==> src/rtl/uart_pkg.sv <==
// Shared UART types and helpers for the transmitter, the bench and a future receiver.
package uart_pkg;

  typedef enum logic [2:0] {IDLE, START, DATA, PARITY, STOP} tx_state_e;

  localparam bit PARITY_EVEN = 1'b0;
  localparam bit PARITY_ODD  = 1'b1;

  // Clock cycles occupied by one frame, start bit through last stop bit.
  function automatic int frame_cycles(input int dw, input int cpb, input int par, input int stop);
    return cpb * (1 + dw + par + stop);
  endfunction

endpackage

==> src/rtl/uart_baud_gen.sv <==
// Bit-time divider: counts 0..CLKS_PER_BIT-1, pulses bit_done on the last count.
module uart_baud_gen #(
  parameter int CLKS_PER_BIT = 16
) (
  input  logic clk,
  input  logic reset_n,
  input  logic clr,
  output logic bit_done
);

  localparam int CW = (CLKS_PER_BIT > 1) ? $clog2(CLKS_PER_BIT) : 1;
  localparam logic [CW-1:0] LAST = CW'(CLKS_PER_BIT - 1);

  logic [CW-1:0] cnt;

  always_ff @(posedge clk or negedge reset_n) begin
    if (!reset_n)                 cnt <= '0;
    else if (clr || cnt == LAST)  cnt <= '0;
    else                          cnt <= cnt + CW'(1);
  end

  assign bit_done = (cnt == LAST);

endmodule

==> src/rtl/uart_tx.sv <==
// UART transmitter: pops words via valid/grant and sends start, data LSB-first,
// optional parity and stop bits at a fixed CLKS_PER_BIT rate.
module uart_tx #(
  parameter int DATA_WIDTH   = 8,
  parameter int CLKS_PER_BIT = 16,
  parameter int PARITY_EN    = 0,
  parameter int PARITY_ODD   = 0,
  parameter int STOP_BITS    = 1
) (
  input  logic                  clk,
  input  logic                  reset_n,
  input  logic                  in_valid_i,
  input  logic [DATA_WIDTH-1:0] in_data_i,
  output logic                  in_grant_o,
  output logic                  tx_o,
  output logic                  busy_o
);
  import uart_pkg::*;

  localparam int BCW = 4;

  if (CLKS_PER_BIT < 2) begin : g_bad_cpb
    $error("uart_tx: CLKS_PER_BIT must be >= 2");
  end
  if (STOP_BITS < 1 || STOP_BITS > 2) begin : g_bad_stop
    $error("uart_tx: STOP_BITS must be 1 or 2");
  end
  if (DATA_WIDTH < 5 || DATA_WIDTH > 9) begin : g_bad_dw
    $error("uart_tx: DATA_WIDTH must be 5..9");
  end

  tx_state_e             state, state_n;
  logic [DATA_WIDTH-1:0] shreg, shreg_n;
  logic [BCW-1:0]        bit_cnt, bit_cnt_n;
  logic                  par_bit, par_bit_n;
  logic                  tx_n;
  logic                  bit_done;

  // Every non-idle transition lands on a bit_done wrap, so holding the
  // divider clear in IDLE is enough to align each frame's first bit.
  uart_baud_gen #(.CLKS_PER_BIT(CLKS_PER_BIT)) u_baud (
    .clk      (clk),
    .reset_n  (reset_n),
    .clr      (state == IDLE),
    .bit_done (bit_done)
  );

  always_ff @(posedge clk or negedge reset_n) begin
    if (!reset_n) begin
      state   <= IDLE;
      tx_o    <= 1'b1;
      shreg   <= '0;
      bit_cnt <= '0;
      par_bit <= 1'b0;
    end else begin
      state   <= state_n;
      tx_o    <= tx_n;
      shreg   <= shreg_n;
      bit_cnt <= bit_cnt_n;
      par_bit <= par_bit_n;
    end
  end

  always_comb begin
    state_n   = state;
    tx_n      = tx_o;
    shreg_n   = shreg;
    bit_cnt_n = bit_cnt;
    par_bit_n = par_bit;
    case (state)
      IDLE: begin
        tx_n = 1'b1;
        if (in_valid_i) begin
          state_n   = START;
          tx_n      = 1'b0;
          shreg_n   = in_data_i;
          bit_cnt_n = '0;
          par_bit_n = (^in_data_i) ^ (PARITY_ODD != 0);
        end
      end
      START: begin
        if (bit_done) begin
          state_n   = DATA;
          tx_n      = shreg[0];
          shreg_n   = shreg >> 1;
          bit_cnt_n = '0;
        end
      end
      DATA: begin
        if (bit_done) begin
          if (bit_cnt == BCW'(DATA_WIDTH - 1)) begin
            bit_cnt_n = '0;
            if (PARITY_EN != 0) begin
              state_n = PARITY;
              tx_n    = par_bit;
            end else begin
              state_n = STOP;
              tx_n    = 1'b1;
            end
          end else begin
            bit_cnt_n = bit_cnt + BCW'(1);
            tx_n      = shreg[0];
            shreg_n   = shreg >> 1;
          end
        end
      end
      PARITY: begin
        if (bit_done) begin
          state_n   = STOP;
          tx_n      = 1'b1;
          bit_cnt_n = '0;
        end
      end
      STOP: begin
        if (bit_done) begin
          if (bit_cnt == BCW'(STOP_BITS - 1)) begin
            state_n   = IDLE;
            bit_cnt_n = '0;
          end else begin
            bit_cnt_n = bit_cnt + BCW'(1);
          end
        end
      end
      default: begin
        state_n = IDLE;
        tx_n    = 1'b1;
      end
    endcase
  end

  assign in_grant_o = (state == IDLE);
  assign busy_o     = (state != IDLE);

endmodule

==> config.mk <==
export PLATFORM = sky130hd
export DESIGN_NAME = uart_tx
export DESIGN_NICKNAME = d
export VERILOG_FILES = /design/src/rtl/uart_pkg.sv /design/src/rtl/uart_baud_gen.sv /design/src/rtl/uart_tx.sv
export SDC_FILE = /design/constraint.sdc
export NUM_CORES = 1
export LEC_CHECK = 0
export BUFFER_PORTS_ARGS = -buffer_cell sky130_fd_sc_hd__buf_4
export CAP_MARGIN = 20
export CORE_UTILIZATION = 40
export CTS_CLUSTER_DIAMETER = 60
export DETAILED_ROUTE_END_ITERATION = 16
export PLACE_DENSITY_LB_ADDON = 0.05
export SLEW_MARGIN = 15
export SYNTH_ARGS = -nofsm -noshare
export SYNTH_HDL_FRONTEND = slang
export SYNTH_HIERARCHICAL = 1
export SYNTH_SLANG_ARGS = --single-unit
==> constraint.sdc <==
create_clock -name clk -period 2.4 [get_ports clk]
set_input_delay 0.24 -clock clk [delete_from_list [all_inputs] [get_ports clk]]
set_output_delay 0.24 -clock clk [all_outputs]
set_load 0.1 [all_outputs]
# Word-level counts from Yosys, hierarchy flattened
# Index checks and enable logic that the tools add are counted.
[totals] latch_bits=0 rom_bits=0 n_memories=0 ramBits=0 ff_bits=20 output_inout_bits=3
[op_classes] n_shift=0 mul=0 eq_ne=15 mux=27 bitwise=1 n_div=0 n_addsub=2 n_lt_le_gt_ge=0 reduce_logical=11
[op_table] op="8-bit two-way mux" n=4
[op_table] op="4-bit two-way mux" n=7
[op_table] op="8-bit case mux with 3 select lines" n=1
[op_table] op="3-bit two-way mux" n=7
[op_table] op="2-bit != test (second input constant)" n=8
[op_table] op="4-bit case mux with 4 select lines" n=1
[op_table] op="3-bit case mux with 5 select lines" n=1
[op_table] op="5-bit AND reduction" n=2
[op_table] op="4-bit by 1-bit adder with 4-bit output (second input constant)" n=2
[op_table] op="7-bit AND reduction" n=1
[op_table] op="3-bit by 2-bit equality test with 1-bit output (second input constant)" n=2
[op_table] op="3-bit nonzero test" n=2
[op_table] op="1-bit two-way mux" n=5
[op_table] op="1-bit case mux with 5 select lines" n=1
[op_table] op="4-bit by 3-bit equality test with 1-bit output (second input constant)" n=1
[op_table] op="4-bit equality test (second input constant)" n=1
[op_table] op="4-bit logical NOT" n=1
[op_table] op="4-bit AND reduction" n=1
[op_table] op="4-bit nonzero test" n=1
[op_table] op="3-bit by 1-bit equality test with 1-bit output (second input constant)" n=1
[op_table] op="3-bit equality test (second input constant)" n=1
[op_table] op="3-bit logical NOT" n=1
[op_table] op="2-bit by 1-bit != test with 1-bit output (second input constant)" n=1
[op_table] op="2-bit OR reduction" n=1
[op_table] op="other kinds (2)" n=2

# Longest topological paths before layout
# Gate-level depths: netlist of run 1.
[depth] depth_word=4 depth_mapped=6 ltp_nobuf=6

# Hierarchy
# The synthesis of run 1 kept the hierarchy.
[by_module_without_submodules] module="uart_tx" cells_per_inst=91 n_inst=1 area_per_inst_um2=953.4
[by_module_without_submodules] module="uart_baud_gen" cells_per_inst=13 n_inst=1 area_per_inst_um2=171.4

# Least setup slack after synthesis of run 1
# Ideal clock, no wire load.
[synth_timing] kind="register -> register" startpoint="register state[1]" endpoint="register u_baud.cnt[3]" synth_period_minus_slack_ns=2.460 required_time_ns=2.288 arrival_time_ns=2.348 setup_ns=0.112 path_stages_with_launch=5 n_path_buf=1 slack_ns=-0.060 cell_sequence="dfrtp_1 > buf_2 > or3_1 > inv_1 > a311oi_1"
[synth_between] elab_chain_len=3
[synth_rtl] item="start, declared" line="uart_tx.sv:32" rtl="tx_state_e state, state_n;"
[synth_rtl] item="start signal, assigned" line="uart_tx.sv:56" rtl="state <= state_n;"
[synth_rtl] item="3-bit logical NOT"
[synth_rtl] item="via in_grant_o" line="uart_tx.sv:14" rtl="output logic in_grant_o,"
[synth_rtl] item="1-bit logical OR" line="uart_baud_gen.sv:18" rtl="else if (clr || cnt == LAST) cnt <= '0;"
[synth_rtl] item="4-bit two-way mux" line="uart_baud_gen.sv:18"
[synth_rtl] item="end signal, assigned" line="uart_baud_gen.sv:19" rtl="else cnt <= cnt + CW'(1);"
[synth_rtl] item="end, declared" line="uart_baud_gen.sv:14" rtl="logic [CW-1:0] cnt;"
# The timed path passes the listed nets, and every way through them passes these cells.
# A chain may end at the register's enable or synchronous reset.

# Final worst setup path of run 1
[layout_timing] startpoint="register state[2]" endpoint="output in_grant_o"
[layout_between] elab_chain_len=1
[layout_rtl] item="3-bit logical NOT" line="uart_tx.sv:131" rtl="assign in_grant_o = (state == IDLE);"
[layout_rtl] item="end, declared" line="uart_tx.sv:14"
# Every way passes these cells.

==> results of run 1 <==
==> through the flow <==
step	worst slack, ns	hold slack, ns	std cells	cell area [um2]	total power, uW
after floorplan	0.296	-0.0556	104	1130	344
after global placement	0.404	0.137	144	1250	364
after detailed placement	0.370	0.138	144	1250	364
after CTS	0.339	0.172	149	1310	654
after global routing	0.261	0.192	149	1310	667
final	0.361	0.186	149	1310	635
==> cell type report <==
type                            count  area (um2)  share of cell area (%)
Clock buffer                        3        22.5                    1.72
Clock inverter                      1        30.0                    2.29
Inverter                            7        30.0                    2.29
Multi-Input combinational cell     73         572                    43.7
Sequential cell                    20         502                    38.3
Tap cell                           30        37.5                    2.87
Timing Repair Buffer               15         115                    8.80
==> report_power, final <==
| group | leakage, uW | switching, uW | internal, uW | total [uW] |
|---|---|---|---|---|
| Sequential | 0.000256 | 0 | 337 | 337 |
| Clock | 0.0000279 | 108 | 169 | 277 |
| Combinational | 0.000316 | 9.09 | 11.7 | 20.7 |
| Total | 0.000600 | 117 | 518 | 635 |
==> routing by layer <==
layer / vias to the layer above / wire length [um]
met5: - / 0
met1: 372 / 983
met4: 0 / 42
li1: 410 / -
met3: 3 / 72
met2: 15 / 853
==> critical path: stages (launching register included) <==
cell,delay [ns]
dfrtp_1,0.50
or3_2,0.55
clkinvlp_4,0.14
buf_4,0.30
==> sequential cells by signal, indices dropped and copies added, names as in the netlist <==
name and count:
tx_o 1, bit_cnt 4, state 3, u_baud/cnt 4, shreg 8
==> logic make-up (layout without fill, tap and decap cells) <==
| logic type | after synthesis | in the layout | share of synthesized area, % |
|---|---|---|---|
| fa+ha+maj | 3 | 3 | 3.34 |
| simple gates | 29 | 29 | 15.5 |
| xor+xnor | 2 | 2 | 1.56 |
| buf+inv | 11 | 26 | 4.67 |
| compound gates | 24 | 24 | 15.4 |
| flops | 20 | 20 | 44.6 |
| mux | 15 | 15 | 15.0 |
==> cells in the final DEF (no fill, tap or decap), types with 2 or more instances in the layout <==
master,Yosys,routed
dfrtp_1,19,19
mux2_2,15,15
buf_4,0,14
a21oi_1,7,7
inv_1,7,6
o21ai_0,5,5
nor2_1,5,5
nand2_1,5,5
nor3b_1,4,4
ha_1,3,3
clkbuf_4,0,3
nand3_1,2,2
a211oi_1,2,2
nor3_1,2,2
a22o_1,2,2
==> worst paths after layout <==
| kind | depth (start not counted) | slack [ns] | end | startpoint |
|---|---|---|---|---|
| worst max-delay path | 3 | 0.36 | in_grant_o | state[2]$_DFFE_PN0P_ |
| worst min register to register | 1 | 0.50 | u_baud/cnt[0]$_DFF_PN0_ | u_baud/cnt[0]$_DFF_PN0_ |
| worst max register to register | 4 | 0.37 | shreg[4]$_DFFE_PN0P_ | state[1]$_DFFE_PN0P_ |
| worst min-delay path | 3 | 0.19 | shreg[7]$_DFFE_PN0P_ | in_data_i[7] |
| min in group asynchronous | 2 | 0.33 | u_baud/cnt[0]$_DFF_PN0_ | reset_n |
| max in group asynchronous | 2 | 1.80 | tx_o$_DFFE_PN1P_ | reset_n |
==> metrics.yaml, run 1 <==
floorplan:
  row_count: 18
  pin_count: 14
  die-area_mm2: 0.00303
  initial_core_util_pct: 43.8
  fp.dieH_um: 55.0
  core_area_mm2: 0.00257
  die_w_um: 55.0
logic_synthesis:
  synth_warnings: 6
  ys_ff_latch: 20
  async_flop_share_pct: 100
  syn_avg_cell_area_um2: 10.8
  netlist_top_cells_count: "19 x dfrtp_1, 15 x mux2_2, 7 x a21oi_1, 7 x inv_1"
  synth_top_cell_by_area: "dfrtp_1"
  netlist_instances: 104
  ys_seq_area_share_pct: 44.6
  yosysTopAreaCellShare_pct: 42.3
  ys_types: 37
  synth_area_leaders: "dfrtp_1 42%, mux2_2 15%, ha_1 3.3%"
  synth_ff_type: "dfrtp_1"
  syn-num-nets: 118
  synth_area_mm2: 0.00112
  synthMostInstantiatedCell: "dfrtp_1"
  synth_edf_count: 0
global_route:
  grt_pass1_vias: 687
  use_met2_pct: 21.3
  met1_usage_pct: 21.0
  grt_usage_pct: 15.1
  grt_pass1_wl_um: 3110
  antenna_found_initial: 0
  grt_max_degree: 21
  grt_overflow_total: 0
  use_met3_pct: 3.28
  busiest_layer: "met2"
min_path:
  min_path_type: "primary input to flop"
sta:
  maxSlewViolCount: 0
  fin_crit_ns: 2.04
  timing.fmax_mhz: 490
  worstMarginPinSlew_ns: 0.441
  fin_tns_setup_ns: 0
  fin_skew_ns: 0.00882
  final.period_utilization_pct: 85.0
  rsz0062_at_grt: "no"
  setup_viol: 0
  hold_viol_final: 0
  slew-limit-headroom_pct: 70.5
run_status:
  status: "complete, no violations"
route:
  firstDrtPassIters: 4
  wl_per_cell_um: 13.1
  drt_iter0_drc: 9
  dr_total_vias: 800
  ant_nets: 0
  drc_errors: 0
  vias_per_cell: 5.37
  totalWireLength_um: 1950
finish:
  diodes: 0
  nNetsFinal: 134
  drive_above_1_share_pct: 35.3
  fillers: 238
  syn_to_final_growth_pct: 16.4
  fin_util_pct: 51.0
clock_tree:
  cts_hold_buf: 1
  cts_setup_buffers: 0
  cts_tree: "done"
  cts_buffers: 3
  post_cts_resized: 0
  path_clk_slew_ns: 0.12
  clockBufferDepth: 2
  cts_sinks: 20
  root_buffer: "clkbuf_4"
  htreeDepth: 1
  clock_latency_ns: 0.31
worst_setup_path:
  crit_path_max_fanout: 12
  cp-start-kind: "flop"
  critPathKind: "flop to output port"
  endpoint_kind: "output port"
  critPathArrivalTime_ns: 1.80
  critPathRequiredTime_ns: 2.16
placement:
  gp_congestion: 0.720
  port_buffers: 13
  dp_hpwl_um: 1430
power_and_ir_drop:
  power.density_mw_per_mm2: 485
  leakagePower_uw: 0.000600
  peakVddDrop_v: 0.000414
run:
  drv_cap: 0
Power figures use the tool's default switching activity.
==> run 2: changes to the inputs <==
- ABC_AREA: default -> 1
- clock period: 2.4 -> 1.9 ns (I/O delays scaled with it)
==> run 2 against run 1 <==
  * Sequential power rose by 26%
  * Setup slack got worse by 0.11 ns
  * Sequential share of layout area fell by 5.4 points
  * Critical path depth rose by 1
  * Combinational power rose by 29%
==> metrics.yaml, run 2 <==
run_status:
  status: "complete, no violations"  # unchanged
worst_setup_path:
  slowest_delay_ns: 0.44  # was 0.55 ns
  crit_path_max_fanout: 5  # was 12
  cp-start-kind: "flop"  # unchanged
  critPathKind: "flop to output port"  # unchanged
  critPathRequiredTime_ns: 1.71  # was 2.16 ns
  cpLargestDelayFamily: "flip-flops"  # was simple AND/OR/NAND/NOR gates
  r2r_cells: 10  # was 4
  rrSetupSlack_ns: 0.28  # was 0.37 ns
  cpMaxStageDelayCell: "dfrtp_1"  # was or3_2
  path_cells: "inv_1 -> nand2_1 -> nor2_4 -> buf_4"  # was or3_2 -> clkinvlp_4 -> buf_4
  r2r_end: "shreg[6]$_DFFE_PN0P_"  # was shreg[4]$_DFFE_PN0P_
  critPathBufInv: 2  # unchanged
  endpoint_kind: "output port"  # unchanged
  worstReg2RegStart: "u_baud/cnt[0]$_DFF_PN0_"  # was state[1]$_DFFE_PN0P_
  critPathArrivalTime_ns: 1.46  # was 1.80 ns
logic_synthesis:
  netlist_instances: 179  # was 104
  synth_top_cell_by_area: "dfrtp_1"  # unchanged
  synth_area_mm2: 0.00133  # was 0.00112 mm2
  syn-num-nets: 193  # was 118
  synthSimpleGateAreaFrac_pct: 44.5  # was 15.5%
  ys_seq_area_share_pct: 37.8  # was 44.6%
  synthMostInstantiatedCell: "nand2_1"  # was dfrtp_1
  synth_warnings: 6  # unchanged
  synth_ff_type: "dfrtp_1"  # unchanged
  ys_ff_latch: 20  # unchanged
  synthXorXnorAreaFrac_pct: 0.660  # was 1.56%
  synth_area_leaders: "dfrtp_1 36%, nand2_1 19%, nor2_1 5.1%"  # was dfrtp_1 42%, mux2_2 15%, ha_1 3.3%
  netlist_top_cells_count: "67 x nand2_1, 19 x dfrtp_1, 18 x nor2_1"  # was 19 x dfrtp_1, 15 x mux2_2, 7 x a21oi_1, 7 x inv_1
  yosysTopAreaCellShare_pct: 35.8  # was 42.3%
  synthAdderAreaFrac_pct: 2.83  # was 3.34%
  ys_types: 25  # was 37
  async_flop_share_pct: 100  # unchanged
  synth_top_family_by_area: "simple AND/OR/NAND/NOR gates"  # unchanged
  synth_compound_area_share_pct: 6.41  # was 15.4%
  syn_avg_cell_area_um2: 7.42  # was 10.8 um2
  synth_edf_count: 0  # unchanged
  synth_mux_area_share_pct: 0  # was 15.0%
placement:
  gp_congestion: 0.755  # was 0.720
  dp_hpwl_um: 1980  # was 1430 um
  preCtsSetupSlack_ns: 0.228  # was 0.370 ns
  port_buffers: 13  # unchanged
route:
  drt_iter0_drc: 65  # was 9
  totalWireLength_um: 2630  # was 1950 um
  wl_per_cell_um: 10.9  # was 13.1 um
  drc_errors: 0  # unchanged
  ant_nets: 0  # unchanged
  dr_total_vias: 1116  # was 800
  firstDrtPassIters: 4  # unchanged
  vias_per_cell: 4.63  # was 5.37
power_and_ir_drop:
  pwr-share-comb_pct: 3.9  # was 3.3%
  leakagePower_uw: 0.000812  # was 0.000600 uW
  peakVddDrop_v: 0.000263  # was 0.000414 V
  switching_power_uw: 153  # was 117 uW
  power.density_mw_per_mm2: 444  # was 485 mW/mm2
  seq_power_share_pct: 63.0  # was 53.1%
  p_int_uw: 522  # was 518 uW
  switching_share_pct: 22.7  # was 18.4%
  clkPwrFrac_pct: 33.1  # was 43.6%
sta:
  timing.fmax_mhz: 608
  fin_crit_ns: 1.65
  final.period_utilization_pct: 86.6
  hold_ws_ns: 0.183  # was 0.186 ns
  setup_viol: 0  # unchanged
  worstMarginPinSlew_ns: 0.401  # was 0.441 ns
  fin_tns_setup_ns: 0  # unchanged
  rsz0062_at_grt: "no"  # unchanged
  maxSlewViolCount: 0  # unchanged
  hold_viol_final: 0  # unchanged
  fin_skew_ns: 0.0136  # was 0.00882 ns
  setup_slack_ns: 0.255  # was 0.361 ns
  slew-limit-headroom_pct: 73.0  # was 70.5%
clock_tree:
  cts_sinks: 20  # unchanged
  htreeDepth: 1  # unchanged
  clockBufferDepth: 2  # unchanged
  cts_buffers: 3  # unchanged
  root_buffer: "clkbuf_4"  # unchanged
  path_clk_slew_ns: 0.13  # was 0.12 ns
  cts_tree: "done"  # unchanged
  clock_latency_ns: 0.31  # about the same
  cts_setup_buffers: 0  # unchanged
floorplan:
  core_area_mm2: 0.00310  # was 0.00257 mm2
  die-area_mm2: 0.00355  # was 0.00303 mm2
  initial_core_util_pct: 42.8  # was 43.8%
  fp.dieH_um: 59.6  # was 55.0 um
  pin_count: 14  # unchanged
  die_w_um: 59.6  # was 55.0 um
  row_count: 20  # was 18
global_route:
  antenna_found_initial: 0  # unchanged
  grt_max_degree: 21  # unchanged
  grt_pass1_vias: 1042  # was 687
  grt_pass1_wl_um: 4550  # was 3110 um
  grt_overflow_total: 0  # unchanged
  grt_usage_pct: 17.3  # was 15.1%
finish:
  fin_util_pct: 49.1  # was 51.0%
  final_common_cell: "nand2_1"  # was dfrtp_1
  diodes: 0  # unchanged
  top_regs: "shreg x8, bit_cnt x4, u_baud/cnt x4"  # unchanged
  layout_common_cells: "67 x nand2_1, 19 x dfrtp_1, 17 x inv_1"  # was 19 x dfrtp_1, 15 x mux2_2, 14 x buf_4
  syn_to_final_growth_pct: 14.7  # was 16.4%
  nNetsFinal: 212  # was 134
  fillers: 312  # was 238
  top_register: "shreg"  # unchanged
  largest_register_ffs: 8  # unchanged
  drive_above_1_share_pct: 23.9  # was 35.3%
min_path:
  min_to: "shreg[2]$_DFFE_PN0P_"  # was shreg[7]$_DFFE_PN0P_
  hold_path_startpoint: "in_data_i[2]"  # was in_data_i[7]
  min_path_type: "primary input to flop"  # unchanged
  hold_depth: 5  # was 3
run:
  drv_cap: 0  # unchanged
run 2: cell types whose count changed in the layout (fill, tap and decap cells not counted), sizes merged, moves of 6 or more:
cell   change
nand3     +14
nand2     +69
nor2      +20
mux2      -15
a21oi      -6
inv       +18
run 2: power groups by stage:
stage,Combinational [uW],Clock (uW),Sequential [uW]
after floorplan,1.26,0,434
after global placement,25.5,0,434
after detailed placement,26.0,0,434
after CTS,27.7,242,426
after global routing,30.1,251,426
final,26.6,223,426
run 2: tightest hold or removal path, delay by kind of cell:
family                 cells  cell delay, ns
AND/OR/NAND/NOR            3            0.14
buffers and inverters      1            0.07
AO/OA/AOI/OAI              1            0.06
run 2: area by class of cell:
cell class	instances	area (um2)	share of cell area, %
flip-flops and latches	20	502	32.9
multi-input cells	134	732	48.1
repair buffers	15	115	7.56
inverters	24	92.6	6.08
clock buffers	4	26.3	1.73
well taps	44	55.1	3.62
run 2: layer usage:
| layer | global-route usage [%] | vias to the layer above | share of wire, % |
|---|---|---|---|
| li1 | - | 586 | - |
| met1 | 23.7 | 501 | 49 |
| met2 | 26.8 | 25 | 45 |
| met3 | 3.93 | 4 | 5.0 |
| met4 | 5.98 | 0 | 1.1 |
| met5 | 0 | - | 0 |
run 2: logic make-up (layout without fill, tap and decap cells):
group,Yosys count,in the layout
flops,20,20
xor+xnor,1,1
simple gates,118,118
buf+inv,25,43
fa+ha+maj,3,3
compound gates,12,12
run 2: worst max-delay path by stage:
stage,from,to,slack [ns],cells past startpoint
2_1_floorplan,state[0]$_DFFE_PN0P_,busy_o,-0.01,4
3_3_place_gp,u_baud/cnt[0]$_DFF_PN0_,shreg[7]$_DFFE_PN0P_,0.29,10
3_5_place_dp,u_baud/cnt[0]$_DFF_PN0_,shreg[6]$_DFFE_PN0P_,0.23,10
4_1_cts,u_baud/cnt[0]$_DFF_PN0_,shreg[6]$_DFFE_PN0P_,0.20,10
5_1_grt,u_baud/cnt[0]$_DFF_PN0_,state[2]$_DFFE_PN0P_,0.11,10
6_report,state[0]$_DFFE_PN0P_,in_grant_o,0.25,4
run 2: per-stage QoR:
| stage | total power, uW | cells | instance area [um2] |
|---|---|---|---|
| 2_1_floorplan | 435 | 179 | 1340 |
| 4_1_cts | 695 | 241 | 1520 |
| 3_5_place_dp | 460 | 236 | 1480 |
| 5_1_grt | 707 | 241 | 1520 |
| 6_report | 676 | 241 | 1520 |
| 3_3_place_gp | 459 | 236 | 1480 |
run 2: timing repair:
item,in CTS,in global routing
setup endpoints to repair,0,3
hold buffers,1,0
gates resized for setup,0,1
hold endpoints to repair,20,0
